==> config.mk <==
export PLATFORM = sky130hd
export DESIGN_NAME = key_led_ind
export DESIGN_NICKNAME = d
export VERILOG_FILES = /design/src/rtl/key_pkg.sv /design/src/rtl/key_led_ind_sync_edge.sv /design/src/rtl/key_led_ind.sv
export SDC_FILE = /design/constraint.sdc
export NUM_CORES = 1
export LEC_CHECK = 0
export CORE_ASPECT_RATIO = 1.4
export CORE_MARGIN = 2
export CORE_UTILIZATION = 30
export CTS_CLUSTER_SIZE = 25
export DETAILED_ROUTE_END_ITERATION = 6
export SLEW_MARGIN = 30
export SYNTH_ARGS = -nofsm -noshare
export SYNTH_HDL_FRONTEND = slang
export SYNTH_SLANG_ARGS = --single-unit
==> constraint.sdc <==
create_clock -name clk_50m -period 1.7 [get_ports clk_50m]
set_input_delay 0.17 -clock clk_50m [delete_from_list [all_inputs] [get_ports clk_50m]]
set_output_delay 0.17 -clock clk_50m [all_outputs]
set_load 0.05 [all_outputs]
==> src/rtl/key_pkg.sv <==
// key_pkg: shared state encoding and default timing constants for the touch-key LED path
package key_pkg;
   typedef enum logic [1:0] {IDLE, ON_PH, OFF_PH} led_st_t;
   localparam int BLINK_CYC_DEF  = 5_000_000;
   localparam int ON_BLINKS_DEF  = 2;
   localparam int OFF_BLINKS_DEF = 1;
endpackage

==> src/rtl/key_led_ind_sync_edge.sv <==
// sync_edge: 2-flop synchroniser with any-edge flag and direction of the change
module sync_edge (
   input  logic clk_50m,
   input  logic rst_n,
   input  logic din,
   output logic lvl,
   output logic edg,
   output logic dir
);
   logic s0, s1;
   always_ff @(posedge clk_50m or negedge rst_n)
      if (!rst_n) {s0, s1} <= 2'b00;
      else        {s0, s1} <= {din, s0};
   assign lvl = s1;
   assign edg = s0 ^ s1;
   assign dir = s0;
endmodule

==> src/rtl/key_led_ind.sv <==
// key_led_ind: plays a blink pattern on each enable-level change, then holds the LED at the new level
module key_led_ind
   import key_pkg::*;
#(
   parameter int BLINK_CYC  = BLINK_CYC_DEF,
   parameter int ON_BLINKS  = ON_BLINKS_DEF,
   parameter int OFF_BLINKS = OFF_BLINKS_DEF
) (
   input  logic clk_50m,
   input  logic rst_n,
   input  logic en_lvl,
   output logic led,
   output logic busy,
   output logic done
);
   localparam int CW = $clog2(BLINK_CYC);
   led_st_t st, st_n;
   logic [CW-1:0] ph, ph_n;
   logic [2:0] bl, bl_n;
   logic s1, edg, dir, tgt, tgt_n, go, dir_n, ph_end, led_n, done_n;
   sync_edge u_sync (.clk_50m(clk_50m), .rst_n(rst_n), .din(en_lvl), .lvl(s1), .edg(edg), .dir(dir));
   assign ph_end = ph == CW'(BLINK_CYC - 1);
   // an edge swallowed by pattern completion leaves s1 differing from the latched target
   assign go = edg | (st == IDLE && s1 != tgt);
   assign dir_n = edg ? dir : s1;
   always_comb begin
      st_n = st;
      ph_n = ph;
      bl_n = bl;
      tgt_n = tgt;
      done_n = 1'b0;
      if (st != IDLE) ph_n = ph_end ? '0 : ph + 1'b1;
      if (st == ON_PH && ph_end) st_n = OFF_PH;
      if (st == OFF_PH && ph_end) begin
         bl_n = bl - 3'd1;
         done_n = bl == 3'd1;
         st_n = done_n ? IDLE : ON_PH;
      end
      if (go && !done_n) begin
         st_n = ON_PH;
         ph_n = '0;
         bl_n = dir_n ? 3'(ON_BLINKS) : 3'(OFF_BLINKS);
         tgt_n = dir_n;
      end
      led_n = st_n == ON_PH ? 1'b1 : st_n == OFF_PH ? 1'b0 : s1;
   end
   always_ff @(posedge clk_50m or negedge rst_n)
      if (!rst_n) begin
         st <= IDLE;
         ph <= '0;
         bl <= '0;
         tgt <= 1'b0;
         led <= 1'b0;
         busy <= 1'b0;
         done <= 1'b0;
      end else begin
         st <= st_n;
         ph <= ph_n;
         bl <= bl_n;
         tgt <= tgt_n;
         led <= led_n;
         busy <= st_n != IDLE;
         done <= done_n;
      end
endmodule
# == Yosys cells after proc, flatten, opt, wreduce, memory -nomap -nowiden ==
# Cells that the tools add are included.
# word_totals
out_inout_bits,3
elab_cells,44
input_bits,3
register_bits,34
# classes
n_addsub,2
muxes,14
reduce_logical,10
eq_ne,7
n_bitwise,2
# op_table
op,count
23-bit 2-to-1 mux,3
23-bit by 1-bit adder with 23-bit output (second input constant),1
23-bit == test (second input constant),1
2-bit 2-to-1 mux,4
2-bit nonzero test,4
3-bit 2-to-1 mux,2
1-bit 2-to-1 mux,5
2-bit by 1-bit == test with 1-bit output (second input constant),2
2-bit == test (second input constant),2
1-bit logical AND,4
3-bit by 1-bit == test with 1-bit output (second input constant),1
3-bit by 1-bit subtractor with 3-bit output (second input constant),1
2-bit zero test,1
1-bit zero test,1
1-bit inequality test,1
1-bit bitwise OR,1
1-bit XOR,1

# == Depth between registers and ports, before layout ==
# depth
word_depth,9
depth_mapped,7
mapped_depth_nobuf,6

# == Modules after synthesis ==
# Synthesis repeated with hierarchy kept, for this count alone.
# unflattened
cells_unflattened,208
area_unflattened_um2,1959.4
# by_module_without_submodules
mod,area_each_um2,seq_area_each_um2,instances,cells_per_inst
key_led_ind,1900.6,800.8,1,205
sync_edge,58.8,50.0,1,3

# == Worst setup path before layout ==
# Ideal clock, no wire load.
# synth_timing
kind,register -> register
startpoint,register ph[0]
endpoint,register ph[16]
slack_ps,-49
setup_time_ps,121
period_less_slack_ps,1749
arrival_time_ps,1628
n_path_buf,0
required_ps,1579
stages_incl_launch_ff,7
path_cell_list,dfrtp_1 -> ha_1 -> nand3_4 -> or4_4 -> nor2_2 -> xor2_1 -> a22o_1
# synth_between
elab_chain_len,6
word_cells_on_any_way,10
classes_between,add/sub (1); eq/ne (1); mux (4); reduce/logical (4)
# synth_lines
element,line_no,rtl
start: declaration,key_led_ind.sv:18,"logic [CW-1:0] ph, ph_n;"
start signal: assignment,key_led_ind.sv:58,ph <= ph_n;
"parallel branches: the longest is 6 deep, another holds 23-bit by 1-bit adder with 23-bit output",--,
# Several ways; the timed one is not identified. The select of a mux whose other input is x is not followed.
# A chain may end at the register's enable or synchronous reset.

# == Worst setup path in the final report ==
# layout_timing
startpoint,register ph[0]
endpoint,register ph[18]
# The elaborated chain is that of the path after synthesis.

==> flow_summary.ini <==
[global_routing]
grt_max_degree = 35
grt_pass1_vias = 1922
track_usage = 0.156
grt_overflow_total = 0
antenna_found_initial = 0
grt_pass1_wl_um = 8850

[clock_tree]
cts_sinks = 34
clock_latency_ns = 0.30
clkTransAtPathRegs_ns = 0.08
cts_tree = done
cts_htree_levels = 2
root_buffer = clkbuf_8
clock_path_buffers = 2
cts_buffers = 5
holdBufCountCts = 0

[placement]
dp_hpwl_um = 3710
placedCellCount = 328
place.gp.congestion = 0.887
io_buffers = 5
dpl_cell_area_mm2 = 0.00244

[power_and_ir_drop]
power.leakage_nw = 1.33
total_power_w = 0.00214
power_density_mw_per_mm2 = 730
vdd_drop_max_uv = 438

[die]
rows = 35
ios = 6
core_area_mm2 = 0.00648
dieArea_mm2 = 0.00731
initial_utilization = 0.307
dieWidth_um = 72.8
fp.dieH_um = 100

[logic_synthesis]
synth-seq-cells = 34
synth-seq-area-share = 0.428
synth-main-ff-cell = dfrtp_1
avgSynthCellArea_um2 = 9.47
synth_edf_count = 0
netlist_area_mm2 = 0.00199
ys_types = 54
syn_nets = 218
yosysWarnings = 0
async_flop_share = 1.00
postSynthCellCount = 210

[drt]
drt_iter0_markers = 81
drt-vias-per-instance = 5.49
via_count = 1912
wl_met2_um = 3110
wl_per_cell_um = 15.8
wl_met1_um = 2160
routed_wl_um = 5510
antenna_left = 0
drc = 0
first_pass_iters = 5
wl_met3_um = 149
top_layer = met4

[timing]
setup_viol = 16
fin_setup_tns_ns = -0.622
period_share = 1.06
rsz0062_at_grt = yes
hold_ws_ns = 0.281
fmax_mhz = 557
final.min_clock_period_ns = 1.79
relSlewSlack = 0.671
layout_setup_ws_ns = -0.0946
fin_worst_skew_ns = 0.00596
worstMarginPinSlew_ns = 0.491
hold_viol = 0
final_max_slew_viol_count = 0

[layout]
diodes = 0
syn_to_final_growth_pct = 47.2
fillers = 610
final_cell_mix = buf_4, dfrtp_1, nand2_1
final_common_cell = buf_4
final_net_count = 281
stdcell_count = 348
fin_area_mm2 = 0.00293
drive_gt1_frac = 0.394

[critical_path]
slowest_delay_ns = 0.53
cp_slowest_cell = or4_4
endpoint_kind = register
crit_chain = ha_4 -> nand3_4 -> buf_6 -> or4_4 -> nor2_4 -> xor2_1 -> a22o_1
crit_path_max_fanout = 4
critPathRequiredTime_ns = 1.89
cp-start-kind = register
worstPathArrival_ns = 1.99
critPathKind = reg2reg

[min_path]
min_path_type = in2async

[job]
cap_violations = 0

[outcome]
status = finished, violations left
violations = setup timing
cell usage after synthesis, drive strengths merged, types with 3 or more instances:
| cell | number | area share |
|---|---|---|
| a21oi | 10 | 0.025 |
| a22o | 3 | 0.013 |
| a31oi | 11 | 0.035 |
| a41oi | 3 | 0.013 |
| and2 | 3 | 0.011 |
| and3 | 9 | 0.029 |
| and4 | 3 | 0.013 |
| buf | 6 | 0.019 |
| dfrtp | 34 | 0.43 |
| ha | 5 | 0.031 |
| inv | 6 | 0.011 |
| nand2 | 27 | 0.053 |
| nand2b | 4 | 0.013 |
| nand3 | 11 | 0.034 |
| nand4 | 6 | 0.022 |
| nor2 | 18 | 0.036 |
| nor3 | 4 | 0.010 |
| nor4 | 4 | 0.035 |
| o21ai | 8 | 0.020 |
| xnor2 | 4 | 0.018 |
| xor2 | 4 | 0.018 |
metal layers:
| layer | vias to the layer above | GRT usage |
|---|---|---|
| met5 | - | 0 |
| met4 | 0 | 0.0584 |
| met3 | 10 | 0.0301 |
| met2 | 29 | 0.288 |
| met1 | 966 | 0.172 |
| li1 | 907 | - |
sequential cells by signal (all words and copies together) (netlist names):
signal      count
bl              3
busy            1
done            1
led             1
ph             23
st              2
tgt             1
u_sync.dir      1
u_sync.lvl      1
worst max-delay path, delay by kind of cell, from the launching register on:
kind / cells / cell delay (ns)
adder cells (fa/ha/maj): 1 / 0.16
buffers and inverters: 1 / 0.13
flip-flops: 1 / 0.39
AO/OA/AOI/OAI: 1 / 0.17
AND/OR/NAND/NOR: 3 / 0.76
XOR/XNOR: 1 / 0.07
cell type report:
cell class / count / area (µm²) / share of cell area
Multi-Input combinational cell: 164 / 1290 / 0.440
Sequential cell: 34 / 852 / 0.291
Timing Repair Buffer: 62 / 529 / 0.181
Tap cell: 74 / 92.6 / 0.0316
Clock buffer: 6 / 82.6 / 0.0282
Clock inverter: 2 / 60.1 / 0.0205
Inverter: 6 / 22.5 / 0.00769
metrics by stage:
stage,worst slack [ns],utilization
after floorplan,0.00482,-
after global placement,-0.119,0.377
after detailed placement,-0.130,0.377
after CTS,-0.110,0.410
after global routing,-0.188,0.452
final,-0.0946,0.452
kinds of logic (layout without fill, tap and decap cells):
group | after synthesis | after routing | synth area share
xor+xnor | 8 | 8 | 0.0352
flops | 34 | 34 | 0.428
simple gates | 101 | 101 | 0.303
compound gates | 48 | 48 | 0.162
buf+inv | 12 | 76 | 0.0308
fa+ha+maj | 5 | 5 | 0.0314
mux | 2 | 2 | 0.0107
path summary, 6_finish.rpt:
kind,start,endpoint,slack [ns],cells past startpoint
hold reg to reg,u_sync.dir,u_sync.lvl,0.42,0
hold / removal,rst_n,tgt,0.28,2
setup / recovery,ph[0],ph[18],-0.09,7
setup reg to reg,ph[0],ph[18],-0.09,7
max in group asynchronous,rst_n,ph[15],1.09,2
min in group clk_50m,en_lvl,u_sync.dir,0.31,1
repair_timing:
| item | in CTS | in global routing |
|---|---|---|
| gates cloned | 0 | 2 |
| setup buffers | 3 | 7 |
| endpoints found under the setup margin | 20 | 29 |
| pin swaps | 10 | 22 |
| resized for setup | 13 | 44 |
power by group:
part / leakage (nW) / total [W] / internal, W / switching, W
Sequential: 0.445 / 0.000863 / 0.000837 / 0.0000265
Clock: 0.0714 / 0.000961 / 0.000626 / 0.000335
Combinational: 0.810 / 0.000313 / 0.000137 / 0.000176
Total: 1.33 / 0.00214 / 0.00160 / 0.000537
Power figures use the tool's default switching activity.
